==> src/rtl/cgol_pkg.sv <==
// Shared types and constants for the Game of Life board sequencer.
// No logic; imported by the sequencer and its window extractor.
// Window bit positions are fixed; the centre cell sits at bit 5.
package cgol_pkg;

  typedef enum logic [1:0] {
    IDLE  = 2'd0,
    SCAN  = 2'd1,
    DRAIN = 2'd2
  } state_t;

  localparam int WINDOW_W    = 9;
  localparam int GEN_COUNT_W = 16;

  // Neighbourhood bit positions within a window
  localparam int NW     = 0;
  localparam int NORTH  = 1;
  localparam int NE     = 2;
  localparam int WEST   = 3;
  localparam int EAST   = 4;
  localparam int CENTER = 5;
  localparam int SW     = 6;
  localparam int SOUTH  = 7;
  localparam int SE     = 8;

endpackage

==> src/rtl/cgol_window_mux.sv <==
// Extracts the 3x3 toroidal neighbourhood of (row, col) from a board snapshot.
// Latency: combinational, zero cycles.
// Backpressure: none; pure function of its inputs.
module cgol_window_mux
  import cgol_pkg::*;
#(
  parameter int ROWS = 8,
  parameter int COLS = 8
) (
  input  logic [ROWS*COLS-1:0]     board,
  input  logic [$clog2(ROWS)-1:0]  row,
  input  logic [$clog2(COLS)-1:0]  col,
  output logic [WINDOW_W-1:0]      window
);

  localparam int IW = $clog2(ROWS*COLS);

  int r, c, rm, rp, cm, cp;

  function automatic logic cell_at(input int rr, input int cc);
    return board[IW'(rr * COLS + cc)];
  endfunction

  // Explicit compare-and-wrap so non-power-of-two boards index correctly
  always_comb begin
    r  = int'(row);
    c  = int'(col);
    rm = (r == 0)        ? ROWS - 1 : r - 1;
    rp = (r == ROWS - 1) ? 0        : r + 1;
    cm = (c == 0)        ? COLS - 1 : c - 1;
    cp = (c == COLS - 1) ? 0        : c + 1;
    window         = '0;
    window[NW]     = cell_at(rm, cm);
    window[NORTH]  = cell_at(rm, c);
    window[NE]     = cell_at(rm, cp);
    window[WEST]   = cell_at(r,  cm);
    window[EAST]   = cell_at(r,  cp);
    window[CENTER] = cell_at(r,  c);
    window[SW]     = cell_at(rp, cm);
    window[SOUTH]  = cell_at(rp, c);
    window[SE]     = cell_at(rp, cp);
  end

endmodule

==> src/rtl/cgol_board_sequencer.sv <==
// Sequences one Game of Life generation: snapshot board, stream windows, collect results.
// Latency: windows at T+1..T+N, o_done/o_next_board at T+N+CELL_LATENCY+1 after start edge T.
// Backpressure: none; evaluator must return each result exactly CELL_LATENCY cycles later.
module cgol_board_sequencer
  import cgol_pkg::*;
#(
  parameter int ROWS         = 8,
  parameter int COLS         = 8,
  parameter int CELL_LATENCY = 1
) (
  input  logic                     clk,
  input  logic                     rst,
  input  logic                     i_start,
  input  logic [ROWS*COLS-1:0]     i_board,
  output logic                     o_busy,
  output logic [WINDOW_W-1:0]      o_window,
  output logic                     o_win_valid,
  output logic [$clog2(ROWS)-1:0]  o_win_row,
  output logic [$clog2(COLS)-1:0]  o_win_col,
  input  logic                     i_cell,
  output logic [ROWS*COLS-1:0]     o_next_board,
  output logic                     o_done,
  output logic [GEN_COUNT_W-1:0]   o_gen_count
);

  localparam int N  = ROWS * COLS;
  localparam int RW = $clog2(ROWS);
  localparam int CW = $clog2(COLS);
  localparam int IW = $clog2(N);
  localparam logic [RW-1:0] ROW_LAST = RW'(ROWS - 1);
  localparam logic [CW-1:0] COL_LAST = CW'(COLS - 1);
  localparam logic [IW-1:0] IDX_LAST = IW'(N - 1);

  state_t          state, state_next;
  logic            start_load, scan_step, finish, last_tag;
  logic [N-1:0]    snapshot, acc, acc_next;
  logic [RW-1:0]   row;
  logic [CW-1:0]   col;
  logic [IW-1:0]   idx, win_idx;
  logic [WINDOW_W-1:0] window_c;
  logic            tag_vld [CELL_LATENCY];
  logic [IW-1:0]   tag_idx [CELL_LATENCY];

  cgol_window_mux #(.ROWS(ROWS), .COLS(COLS)) u_window_mux (
    .board  (snapshot),
    .row    (row),
    .col    (col),
    .window (window_c)
  );

  assign last_tag = tag_vld[CELL_LATENCY-1] && (tag_idx[CELL_LATENCY-1] == IDX_LAST);

  // State register
  always_ff @(posedge clk or posedge rst) begin
    if (rst) state <= IDLE;
    else     state <= state_next;
  end

  // Next-state and per-cycle control strobes
  always_comb begin
    state_next = state;
    start_load = 1'b0;
    scan_step  = 1'b0;
    finish     = 1'b0;
    case (state)
      IDLE: begin
        if (i_start) begin
          start_load = 1'b1;
          state_next = SCAN;
        end
      end
      SCAN: begin
        scan_step = 1'b1;
        if (idx == IDX_LAST) state_next = DRAIN;
      end
      DRAIN: begin
        if (last_tag) begin
          finish     = 1'b1;
          state_next = IDLE;
        end
      end
      default: state_next = IDLE;
    endcase
  end

  // Snapshot, row/col scan counters and registered window outputs
  always_ff @(posedge clk or posedge rst) begin
    if (rst) begin
      snapshot    <= '0;
      row         <= '0;
      col         <= '0;
      idx         <= '0;
      win_idx     <= '0;
      o_window    <= '0;
      o_win_valid <= 1'b0;
      o_win_row   <= '0;
      o_win_col   <= '0;
    end else begin
      o_win_valid <= scan_step;
      if (start_load) begin
        snapshot <= i_board;
        row      <= '0;
        col      <= '0;
        idx      <= '0;
      end
      if (scan_step) begin
        o_window  <= window_c;
        o_win_row <= row;
        o_win_col <= col;
        win_idx   <= idx;
        idx       <= (idx == IDX_LAST) ? '0 : idx + IW'(1);
        if (col == COL_LAST) begin
          col <= '0;
          row <= (row == ROW_LAST) ? '0 : row + RW'(1);
        end else begin
          col <= col + CW'(1);
        end
      end
    end
  end

  // Tag pipeline marks which cycles carry a valid evaluator result
  always_ff @(posedge clk or posedge rst) begin
    if (rst) begin
      for (int k = 0; k < CELL_LATENCY; k++) begin
        tag_vld[k] <= 1'b0;
        tag_idx[k] <= '0;
      end
    end else begin
      tag_vld[0] <= o_win_valid;
      tag_idx[0] <= win_idx;
      for (int k = 1; k < CELL_LATENCY; k++) begin
        tag_vld[k] <= tag_vld[k-1];
        tag_idx[k] <= tag_idx[k-1];
      end
    end
  end

  // Merge the tagged result; the final bit is folded in on the publish edge
  always_comb begin
    acc_next = acc;
    if (tag_vld[CELL_LATENCY-1]) acc_next[tag_idx[CELL_LATENCY-1]] = i_cell;
  end

  // Accumulator: cleared per generation, updated on tagged cycles only
  always_ff @(posedge clk or posedge rst) begin
    if (rst)             acc <= '0;
    else if (start_load) acc <= '0;
    else                 acc <= acc_next;
  end

  // Busy flag, whole-board publish, done pulse and generation counter
  always_ff @(posedge clk or posedge rst) begin
    if (rst) begin
      o_busy       <= 1'b0;
      o_done       <= 1'b0;
      o_next_board <= '0;
      o_gen_count  <= '0;
    end else begin
      o_busy <= (state != IDLE) && !finish;
      o_done <= finish;
      if (finish) begin
        o_next_board <= acc_next;
        o_gen_count  <= o_gen_count + GEN_COUNT_W'(1);
      end
    end
  end

endmodule
==> config.mk <==
export PLATFORM = sky130hd
export DESIGN_NAME = cgol_board_sequencer
export DESIGN_NICKNAME = d
export VERILOG_FILES = /design/src/rtl/cgol_pkg.sv /design/src/rtl/cgol_window_mux.sv /design/src/rtl/cgol_board_sequencer.sv
export SDC_FILE = /design/constraint.sdc
export NUM_CORES = 1
export LEC_CHECK = 0
export BUFFER_PORTS_ARGS = -buffer_cell sky130_fd_sc_hd__buf_2
export CAP_MARGIN = 10
export CORE_MARGIN = 1
export CORE_UTILIZATION = 50
export CTS_BUF_LIST = sky130_fd_sc_hd__clkbuf_8
export DETAILED_ROUTE_END_ITERATION = 8
export GPL_TIMING_DRIVEN = 0
export PLACE_DENSITY = 0.82
export SLEW_MARGIN = 5
export SYNTH_ARGS = -nofsm -noshare
export SYNTH_HDL_FRONTEND = slang
export SYNTH_SLANG_ARGS = --single-unit
==> constraint.sdc <==
create_clock -name clk -period 10.4 [get_ports clk]
set_clock_uncertainty 0.2 [all_clocks]
set_input_delay 1.56 -clock clk [delete_from_list [all_inputs] [get_ports clk]]
set_output_delay 1.56 -clock clk [all_outputs]
set_load 0.02 [all_outputs]
# Yosys cells after proc, flatten, opt, wreduce, memory -nomap -nowiden
# Index checks and enable logic that the tools add are counted.
dict set report op_classes {
  magnitude_cmp 11
  muxes 55
  n_eq_ne 11
  n_reduce_logical 10
  add_sub_neg 17
}
# operator count
set ops {}
lappend ops {{$mux W64} 2}
lappend ops {{$lt A6 B8 Y1 const B} 9}
lappend ops {{$bwmux W64} 1}
lappend ops {{$bmux W1 S6} 9}
lappend ops {{$add A6 B6 Y6} 6}
lappend ops {{$mux W6} 5}
lappend ops {{$mux W3} 9}
lappend ops {{$mux W1} 24}
lappend ops {{$add A16 B1 Y16 const B} 1}
lappend ops {{$add A6 B4 Y6} 2}
lappend ops {{$eq A6 B6 Y1 const B} 2}
lappend ops {{$add A3 B1 Y3 const B} 3}
lappend ops {{$lt A6 B7 Y1 const B} 1}
lappend ops {{$add A6 B1 Y6 const B} 1}
lappend ops {{$add A6 B3 Y6} 1}
lappend ops {{$demux W1 S6} 1}
lappend ops {{$eq A3 B1 Y1 const B} 2}
lappend ops {{$eq A3 B3 Y1 const B} 2}
lappend ops {{$ge A6 B1 Y1 const B} 1}
lappend ops {{$logic_not A3 Y1} 2}
lappend ops {{$mux W2} 3}
lappend ops {{$ne A2 B2 Y1 const B} 3}
lappend ops {{$pmux W2 S3} 1}
lappend ops {{$add A3 B1 Y4 const B} 1}
lappend ops {{other kinds (9)} 12}
dict set report word_totals {
  ff_bits 253
  out_inout_bits 98
  in_bits 68
}

# Logic depth before layout (Yosys ltp)
# Gate-level depths: netlist of run 1.
dict set report depth {
  word_depth 7
  mapped_depth 17
  mapped_depth_nobuf 13
}

# Modules after synthesis
# Synthesis of run 1 repeated with hierarchy kept, for this count alone.
dict set report hier_totals {
  hier_cells 1241
  area_unflattened_um2 12991.2
}
# mod area_each_um2 cells_per_inst n_inst
set by_module_without_submodules {}
lappend by_module_without_submodules {cgol_board_sequencer 10153.5 892 1}
lappend by_module_without_submodules {cgol_window_mux 2837.7 349 1}

# Worst setup path after synthesis of run 1
# Ideal clock, no wire load.
dict set report synth_path {
  path_kind {reg2reg}
  from {register col[0]}
  to {register o_window[6]}
  period_less_slack_ns 3.635
  slack_ns 6.765
  t_required_ns 10.074
  path_stages_with_launch 17
  arrival_ns 3.309
  setup_ns 0.126
  cell_sequence {dfrtp_1 > buf_6 > buf_6 > inv_1 > clkbuf_1 > ha_1 > buf_2 > nor4_4 > inv_1 > nor3_1 > ha_1 > nor2_1 > xnor2_1 > xnor2_1 > nor3b_1 > o41ai_2 > o32a_1}
}
dict set report synth_between {
  elab_chain_cells 6
  elab_cells_between_ends 7
  cone_classes {add/sub (2); mux (4); reduce/logical (1)}
}
# item line
set synth_rtl {}
lappend synth_rtl {{start: declaration} cgol_board_sequencer.sv:38} ;# logic [CW-1:0] col;
lappend synth_rtl {{start signal: assignment} cgol_board_sequencer.sv:116} ;# col <= col + CW'(1);
lappend synth_rtl {{$sub A3 B1 Y4 or $logic_not A3 Y1 (tied branches)} cgol_window_mux.sv:30} ;# cm = (c == 0) ? COLS - 1 : c - 1;
lappend synth_rtl {{$mux W6 *} cgol_window_mux.sv:30}
lappend synth_rtl {{$add A6 B6 Y6 *} cgol_window_mux.sv:21} ;# return board[IW'(rr * COLS + cc)];
lappend synth_rtl {{$bmux W1 S6 *} cgol_window_mux.sv:21}
lappend synth_rtl {{$mux W1 (implied by the code) * (2 in a row)} cgol_window_mux.sv:21}
lappend synth_rtl {{end signal: assignment} cgol_board_sequencer.sv:107} ;# o_window <= window_c;
lappend synth_rtl {{end: declaration} cgol_board_sequencer.sv:16} ;# output logic [WINDOW_W-1:0] o_window,
# Mark *: on every way between the ends. The rest lies on a longest branch, timed or not. The select of a mux whose other input is x is not followed.
# A chain may end at the register's enable or synchronous reset.

# Worst setup path in the final report of run 1
dict set report layout_path {
  from {register col[0]}
  to {register o_window[0]}
}
# Same word-level chain as after synthesis.

==> results of run 1 <==
-- power by group through the flow --
| stage | sequential (W) | clock (W) | combinational [W] |
|---|---|---|---|
| finish | 0.00139 | 0.000910 | 0.00197 |
| global route | 0.00142 | 0.000980 | 0.00209 |
| CTS | 0.00138 | 0.000927 | 0.00193 |
| detailed placement | 0.00140 | 0 | 0.00192 |
| global placement | 0.00139 | 0 | 0.00186 |
| floorplan | 0.00137 | 0 | 0.00135 |
-- metal layers --
layer | up-vias | routed length [um]
met5 | - | 0
met4 | 0 | 1670
met3 | 127 | 2550
met2 | 511 | 16700
met1 | 5123 | 14000
li1 | 4710 | -
-- cells in the final DEF, fill, tap and decap left out, types with 4 or more instances in the layout --
| cell | instances |
|---|---|
| dfrtp_1 | 252 |
| buf_2 | 178 |
| nor2_1 | 168 |
| nand2_1 | 143 |
| mux2i_1 | 86 |
| a21oi_1 | 81 |
| mux2_2 | 72 |
| clkbuf_8 | 56 |
| clkbuf_1 | 53 |
| o21ai_0 | 36 |
| mux4_2 | 29 |
| inv_1 | 27 |
| xnor2_1 | 21 |
| nor3_1 | 19 |
| ha_1 | 19 |
| nand3_1 | 12 |
| nand2b_1 | 12 |
| o22ai_1 | 12 |
| and3_1 | 11 |
| a211oi_1 | 11 |
| nand4_1 | 9 |
| buf_1 | 9 |
| nor3b_1 | 9 |
| a31oi_1 | 9 |
| xor2_1 | 8 |
| nor2b_1 | 8 |
| a2111oi_0 | 8 |
| nand3b_1 | 8 |
| and2_1 | 6 |
| o21ai_1 | 6 |
| clkinv_2 | 6 |
| buf_6 | 4 |
| a311oi_1 | 4 |
| o221ai_1 | 4 |
-- layout make-up --
class / instances / area [um2] / share of cell area (%)
clock inverter: 20 / 124 / 0.829
buffer: 82 / 360 / 2.41
timing repair buffer: 168 / 891 / 5.96
clock buffer: 56 / 771 / 5.16
tap: 330 / 413 / 2.76
antenna: 2 / 5.00 / 0.0335
inverter: 19 / 78.8 / 0.527
sequential: 252 / 6310 / 42.2
multi-input combinational: 860 / 6000 / 40.1
-- state kept, by name (all words and copies together), names as in the netlist, 6 cells and up --
signal / count
snapshot: 64
idx: 6
acc: 63
o_next_board: 64
o_window: 9
tag_idx: 6
win_idx: 6
o_gen_count: 16
-- worst paths after layout --
| kind | startpoint | to | slack (ps) |
|---|---|---|---|
| max in group asynchronous | rst | acc[6]$_DFF_PP0_ | 7950 |
| setup / recovery | col[0]$_DFFE_PP0P_ | o_window[0]$_DFFE_PP0P_ | 5910 |
| hold / removal | o_win_valid$_DFF_PP0_ | tag_vld$_DFF_PP0_ | 150 |
| min in group asynchronous | rst | snapshot[44]$_DFFE_PP0P_ | 800 |
| hold reg to reg | o_win_valid$_DFF_PP0_ | tag_vld$_DFF_PP0_ | 150 |
| setup reg to reg | col[0]$_DFFE_PP0P_ | o_window[0]$_DFFE_PP0P_ | 5910 |
-- cell families (layout without fill, tap and decap cells) --
| kind of cell | count (synthesis) | after routing |
|---|---|---|
| other | 0 | 2 |
| xor gates and xnor gates | 29 | 29 |
| buffers and inverters | 101 | 345 |
| and+or+nand+nor | 418 | 418 |
| AOI/OAI and AO/OA | 205 | 205 |
| DFF | 252 | 252 |
| muxes | 187 | 187 |
| adders and majority gates | 21 | 21 |
-- per-stage QoR --
step	setup WS [ps]	util (%)	setup TNS, ps
final	5910	59.5	0
after global routing	5680	59.5	0
after CTS	6080	59.5	0
after detailed placement	6010	55.9	0
after global placement	-610	55.6	-149230
after floorplan	1710	-	0
-- critical path: stages (launching register included) --
cell and delay [ps]:
dfrtp_1 390, buf_6 150, buf_6 150, inv_1 130, clkbuf_1 520, ha_1 240, buf_2 230, nand2b_1 80
clkbuf_1 250, a2111oi_0 540, a211oi_1 100, a211oi_1 720, mux2_2 300, a211oi_2 60, a211oi_1 290
==> results.txt, run 1 <==
----------------------------------------------------
[Run status]
  Outcome ... completed

[GRT]
  Met2 global-route usage ... 44.9%
  Pin count of the biggest net entering global routing ... between 90 and 100
  Total global routing track utilization ... 27.4%
  Vias in the first global route ... 10600
  Total gr overflow ... 0
  Most utilized layer in the global route result ... met2
  Number of antenna violations at the first check in global routing ... 2
  GR met3 Demand/Resource ... a little under 5%
  First-pass GRT wire length ... about 56000 um
  Met1 track demand over resource ... a little over a third

[Synth]
  Number of synthesized register bits ... approximately 250
  Cell taking the most area after synthesis ... dfrtp_1
  Post-synth EDFFs ... 0
  Warning count from the yosys run ... 0
  XOR/XNOR Fraction of Synth Area ... 1.99%
  Register area share after synthesis ... approximately half
  Fraction of synthesized cell area taken by the top area cell type ... around half
  Dominant combinational cell family by area after synthesis ... multiplexers
  Ranking of synthesized cells by area ... dfrtp_1 (50%), mux2i_1 (6.8%), mux2_2 (6.4%)
  Basic-gate share of the synthesized area counting and, or, nand and nor cells ... between 10% and 20%
  Count of unique library cells instantiated by Yosys ... 67
  Leading register cell type out of synthesis ... dfrtp_1
  Mux cell area share after synthesis ... between 15 and 20%
  Combined area of all synthesized cells ... between 0.01 and 0.015 mm2
  Synth async-reset ratio ... 100%
  Per-instance average area after synthesis ... 10.5 um2
  Count leader, synth ... dfrtp_1
  Synthesized-area fraction occupied by adder cells ... under 10%
  Mapped Cells ... ~1200
  Mapped Nets ... roughly 1300
  Area fraction in compound gates after synthesis ... roughly 10%
  Ranking of synthesized cells by instance count ... dfrtp_1 (252), nor2_1 (168), nand2_1 (143)

[Critical path]
  Critical Path Source Type ... flop
  Number of cells traversed by the worst register-to-register path ... 14
  Req. time, crit path ... between 10000 and 15000 ps
  Peak fanout along the critical path ... 11
  Kind of critical path ... reg -> reg
  Endpoint arrival time on the critical path ... 4730 ps
  Kind of capture point of the worst setup path ... flop

[Pwr]
  Internal portion of total power ... 0.00251 W
  Switching fraction of total power ... 41.3%
  Power share of the sequential group ... 32.6%
  Overall Power ... around 0.0043 W
  Combinational cell fraction of total power ... 46.1%
  Leak Pwr ... around 7.3 nW
  Areal power density over the cells ... around 290 mW/mm2
  Relative contribution of the clock network to total power ... about a fifth
  Worst vdd rail ir drop ... about 0.18 mV
  Reported net switching power ... roughly 0.0018 W

[Detailed routing]
  Violation count after the first detailed-routing iteration ... 1021
  DR vias/cell ... 5.85
  Routed WL ... roughly 35000 um
  Number of nets still failing antenna checks after routing ... 0
  Count of unresolved DRC violations after routing ... 0
  Detailed-routing iteration count for the pre-antenna-repair pass ... 7
  Vias after detailed routing ... around 10000
  Routed wirelength normalized by instance count ... 19.5 um

[Placed design]
  Detailed placer's ending HPWL ... about 25000 um
  Total placed instance area ... roughly 0.014 mm2
  Global placement routability congestion ... 0.970
  Count of buffers inserted at the top-level ports ... around 160
  Placed cell count ... 1711

[Min path]
  Class of the most critical hold timing path ... reg -> reg
  Hold Path Stages ... 0

[Clocking]
  Number of buffers created by CTS ... 43
  Number of buffers between clock root and the deepest sink ... 3
  Buffer count from post-CTS setup fixing ... 0
  Clock Pin Slew Worst Setup and Hold Paths ... approximately 60 ps
  Level count of the clock H-tree ... 2
  Root Buffer Master ... clkbuf_8
  Worst-skew pair later-pin latency ... around 570 ps
  Sinks on Clock Net ... approximately 250
  Cts repair resizes ... 0
  Hold buffer count at CTS ... 0
  CTS tree ... yes

[Cells and area]
  Area Overhead vs Synth ... 17.4%
  Number of filler instances in the final layout ... approximately 2100
  Layout cells sized above 1 ... between 20% and 30%
  Number of standard cells in the final layout excluding fillers ... 1789
  Nets ... about 1500
  Cell area after layout ... approximately 0.015 mm2

[Timing]
  Share of the cycle needed by the critical path after routing ... 43.2%
  Shortest clock period the worst path allows after layout ... approximately 4500 ps
  Pins over their slew limit ... 0
  Hold slack final ... 152 ps
  Final hold vios ... 0
  Setup violators final ... 0
  Slew Limit Headroom ... approximately a third
  Setup repair after global routing missed its margin ... no
  Maximum achievable frequency ... 223 MHz
  Slew at the pin closest to its max-slew limit ... between 1000 and 1500 ps

[Die]
  Row cnt ... between 50 and 60
  Die H ... ~160 um
  Starting density of the core ... 50.7%
  X dimension of the die ... around 160 um
  Core footprint ... 0.0251 mm2
  Die ar. ... approximately 0.026 mm2
  Total I/O pin count ... between 150 and 200

[Run]
  Number of max-capacitance violations reported ... 0

----------------------------------------------------
Power figures use the tool's default switching activity.
==> run 2, diff against run 1 <==
==> constraint.sdc (replaced) <==
create_clock -name clk -period 4.6 [get_ports clk]
set_clock_uncertainty 0.2 [all_clocks]
set_input_delay 0.69 -clock clk [delete_from_list [all_inputs] [get_ports clk]]
set_output_delay 0.69 -clock clk [all_outputs]
set_load 0.02 [all_outputs]
==> results.txt, run 2 (same netlist as run 1, synthesis figures left out) <==
----------------------------------------------------
[Clocking]
  Cts repair resizes ... 0 (unchanged)
  Sinks on Clock Net ... 252 (unchanged)
  Worst-skew pair later-pin latency ... 570 ps (about the same)
  Number of buffers created by CTS ... 44 (+2.3%)
  Level count of the clock H-tree ... 2 (unchanged)
  Clock Pin Slew Worst Setup and Hold Paths ... 60 ps (about the same)
  Root Buffer Master ... clkbuf_8
  Number of buffers between clock root and the deepest sink ... 3 (unchanged)
  CTS tree ... yes

[Timing]
  Maximum achievable frequency ... 227 MHz (+2.2%)
  Final hold vios ... 0 (unchanged)
  Setup repair after global routing missed its margin ... no
  Slew at the pin closest to its max-slew limit ... 1060 ps (+47.2 ps)
  Share of the cycle needed by the critical path after routing ... 95.6% (+52 points)
  Pins over their slew limit ... 0 (unchanged)
  Slew Limit Headroom ... 29.4% (-3.2 points)
  Setup violators final ... 0 (unchanged)
  Shortest clock period the worst path allows after layout ... 4400 ps (-97.6 ps)

[Pwr]
  Power share of the sequential group ... 31.8% (-0.8 points)
  Reported net switching power ... 0.00404 W (+130%)
  Combinational cell fraction of total power ... 45.1% (-1.0 points)
  Overall Power ... 0.00993 W (+130%)
  Areal power density over the cells ... 655 mW/mm2 (+130%)
  Relative contribution of the clock network to total power ... 23.2% (+1.9 points)
  Leak Pwr ... 7.35 nW (+1.3%)
  Internal portion of total power ... 0.00590 W (+130%)
  Worst vdd rail ir drop ... 0.431 mV (+140%)
  Switching fraction of total power ... 40.6% (-0.61 points)

[Die]
  Core footprint ... 0.0251 mm2 (unchanged)
  Row cnt ... 58 (unchanged)
  Total I/O pin count ... 166 (unchanged)
  X dimension of the die ... 162 um (unchanged)
  Die ar. ... 0.0261 mm2 (unchanged)
  Starting density of the core ... 50.7% (unchanged)
  Die H ... 162 um (unchanged)

[Critical path]
  Req. time, crit path ... 4870 ps (-5770 ps)
  Endpoint arrival time on the critical path ... 4660 ps (-70 ps)
  Cell at the slowest stage of the critical path ... a211oi_1
  Cells along the critical path ... buf_6 -> buf_6 -> inv_1 -> clkbuf_1 -> ha_1 -> buf_2 -> nand2b_1 -> clkbuf_1 -> nand2_1 -> o22ai_1 -> a211oi_1 -> mux2_2 -> a211oi_2 -> a211oi_1
  Kind of capture point of the worst setup path ... flop
  Kind of critical path ... reg -> reg
  Slack of the worst reg-to-reg path ... 200 ps (-5700 ps)
  Critical Path Source Type ... flop
  Peak fanout along the critical path ... 11 (unchanged)
  Critical path's largest stage delay ... 730 ps (about the same)

[Detailed routing]
  Number of nets still failing antenna checks after routing ... 0 (unchanged)
  Vias after detailed routing ... 10500 (+0.26%)
  Detailed-routing iteration count for the pre-antenna-repair pass ... 7 (unchanged)
  Violation count after the first detailed-routing iteration ... 878 (-14%)
  Routed WL ... 35200 um (+0.83%)
  Count of unresolved DRC violations after routing ... 0 (unchanged)
  Routed wirelength normalized by instance count ... 19.6 um (+0.22%)
  DR vias/cell ... 5.83 (-0.35%)

[Run status]
  Outcome ... completed

[Cells and area]
  Layout cells sized above 1 ... 25.6% (+0.68 points)
  Commonest non-fill, non-tap cells in the layout ... dfrtp_1 (252), buf_2 (178), nor2_1 (168)
  Most common cell after layout, fill and taps aside ... dfrtp_1
  Nets ... 1524 (+0.59%)
  Leading registers by flop count ... o_next_board: 64 flops, snapshot: 64 flops, acc: 63 flops
  Final Core Density ... 60.4% (+0.89 points)
  Area Overhead vs Synth ... 19.1%

[Min path]
  Class of the most critical hold timing path ... in -> reg

[GRT]
  Number of antenna violations at the first check in global routing ... 1 (-1)
  Total global routing track utilization ... 27.5% (+0.15 points)
  Pin count of the biggest net entering global routing ... 43 (-57%)
  First-pass GRT wire length ... 56400 um (+0.64%)
  Vias in the first global route ... 10500 (-0.73%)
  Total gr overflow ... 0 (unchanged)

[Placed design]
  Detailed placer's ending HPWL ... 24900 um (+0.65%)
  Count of buffers inserted at the top-level ports ... 164 (unchanged)
  Global placement routability congestion ... 0.971 (+0.10%)

[Run]
  Number of max-capacitance violations reported ... 0 (unchanged)

----------------------------------------------------
-- run 2: cell count changes in the layout (fill, tap and decap cells not counted), moves of 2 or more --
cell and delta:
clkinvlp_4 +2, inv_1 -2, buf_12 +6, bufinv_16 +3, buf_4 +2
-- run 2: stage by stage --
| step | worst slack, ps | std cells | setup TNS [ps] | cell area [um2] | hold slack, ps |
|---|---|---|---|---|---|
| floorplan | 394 | 1213 | 0 | 12700 | 154 |
| global placement | -936 | 1707 | -230590 | 14000 | 156 |
| detailed placement | 278 | 1716 | 0 | 14100 | 165 |
| CTS | 249 | 1797 | 0 | 15200 | 128 |
| global route | 181 | 1800 | 0 | 15200 | 145 |
| finish | 204 | 1800 | 0 | 15200 | 142 |
-- run 2: layout make-up --
class | instances | area [um2]
inverter | 19 | 75.1
timing repair buffer | 176 | 1010
clock buffer | 57 | 785
antenna | 1 | 2.50
tap | 330 | 413
buffer | 82 | 360
clock inverter | 23 | 223
multi-input combinational | 860 | 6000
fill | 2063 | 9940
sequential | 252 | 6310
-- run 2: power groups by stage --
stage,Sequential [W],Combinational (W),Clock (W)
finish,0.00315,0.00448,0.00230
global route,0.00320,0.00474,0.00244
CTS,0.00313,0.00435,0.00233
detailed placement,0.00316,0.00432,0
global placement,0.00313,0.00422,0
floorplan,0.00310,0.00306,0
-- run 2: worst paths after layout --
kind | start | end | cells after the start
worst min-delay path | i_board[42] | snapshot[42]$_DFFE_PP0P_ | 3
min in group asynchronous | rst | snapshot[40]$_DFFE_PP0P_ | 3
worst max-delay path | col[0]$_DFFE_PP0P_ | o_window[0]$_DFFE_PP0P_ | 14
worst min register to register | o_win_valid$_DFF_PP0_ | tag_vld$_DFF_PP0_ | 0
worst max register to register | col[0]$_DFFE_PP0P_ | o_window[0]$_DFFE_PP0P_ | 14
max in group asynchronous | rst | o_next_board[18]$_DFFE_PP0P_ | 7
-- run 2: worst max-delay path, delay by kind of cell (launching register included) --
| family | cells | cell delay, ps |
|---|---|---|
| fa+ha+maj | 1 | 250 |
| buf+inv | 6 | 1460 |
| flops | 1 | 390 |
| simple gates | 2 | 450 |
| compound gates | 4 | 1220 |
| mux | 1 | 300 |
-- run 2: per-layer routing --
| metal | global-route usage (%) | routed length (um) |
|---|---|---|
| met1 | 34.0 | 14100 |
| met2 | 45.8 | 16800 |
| met3 | 4.98 | 2610 |
| met4 | 14.9 | 1690 |
| met5 | 0 | 0 |
-- run 2: repair_timing --
action	in CTS	in global routing
setup endpoints to repair	0	1
endpoints found under the hold margin	18	0
buffers inserted	0	2
hold buffers	1	0
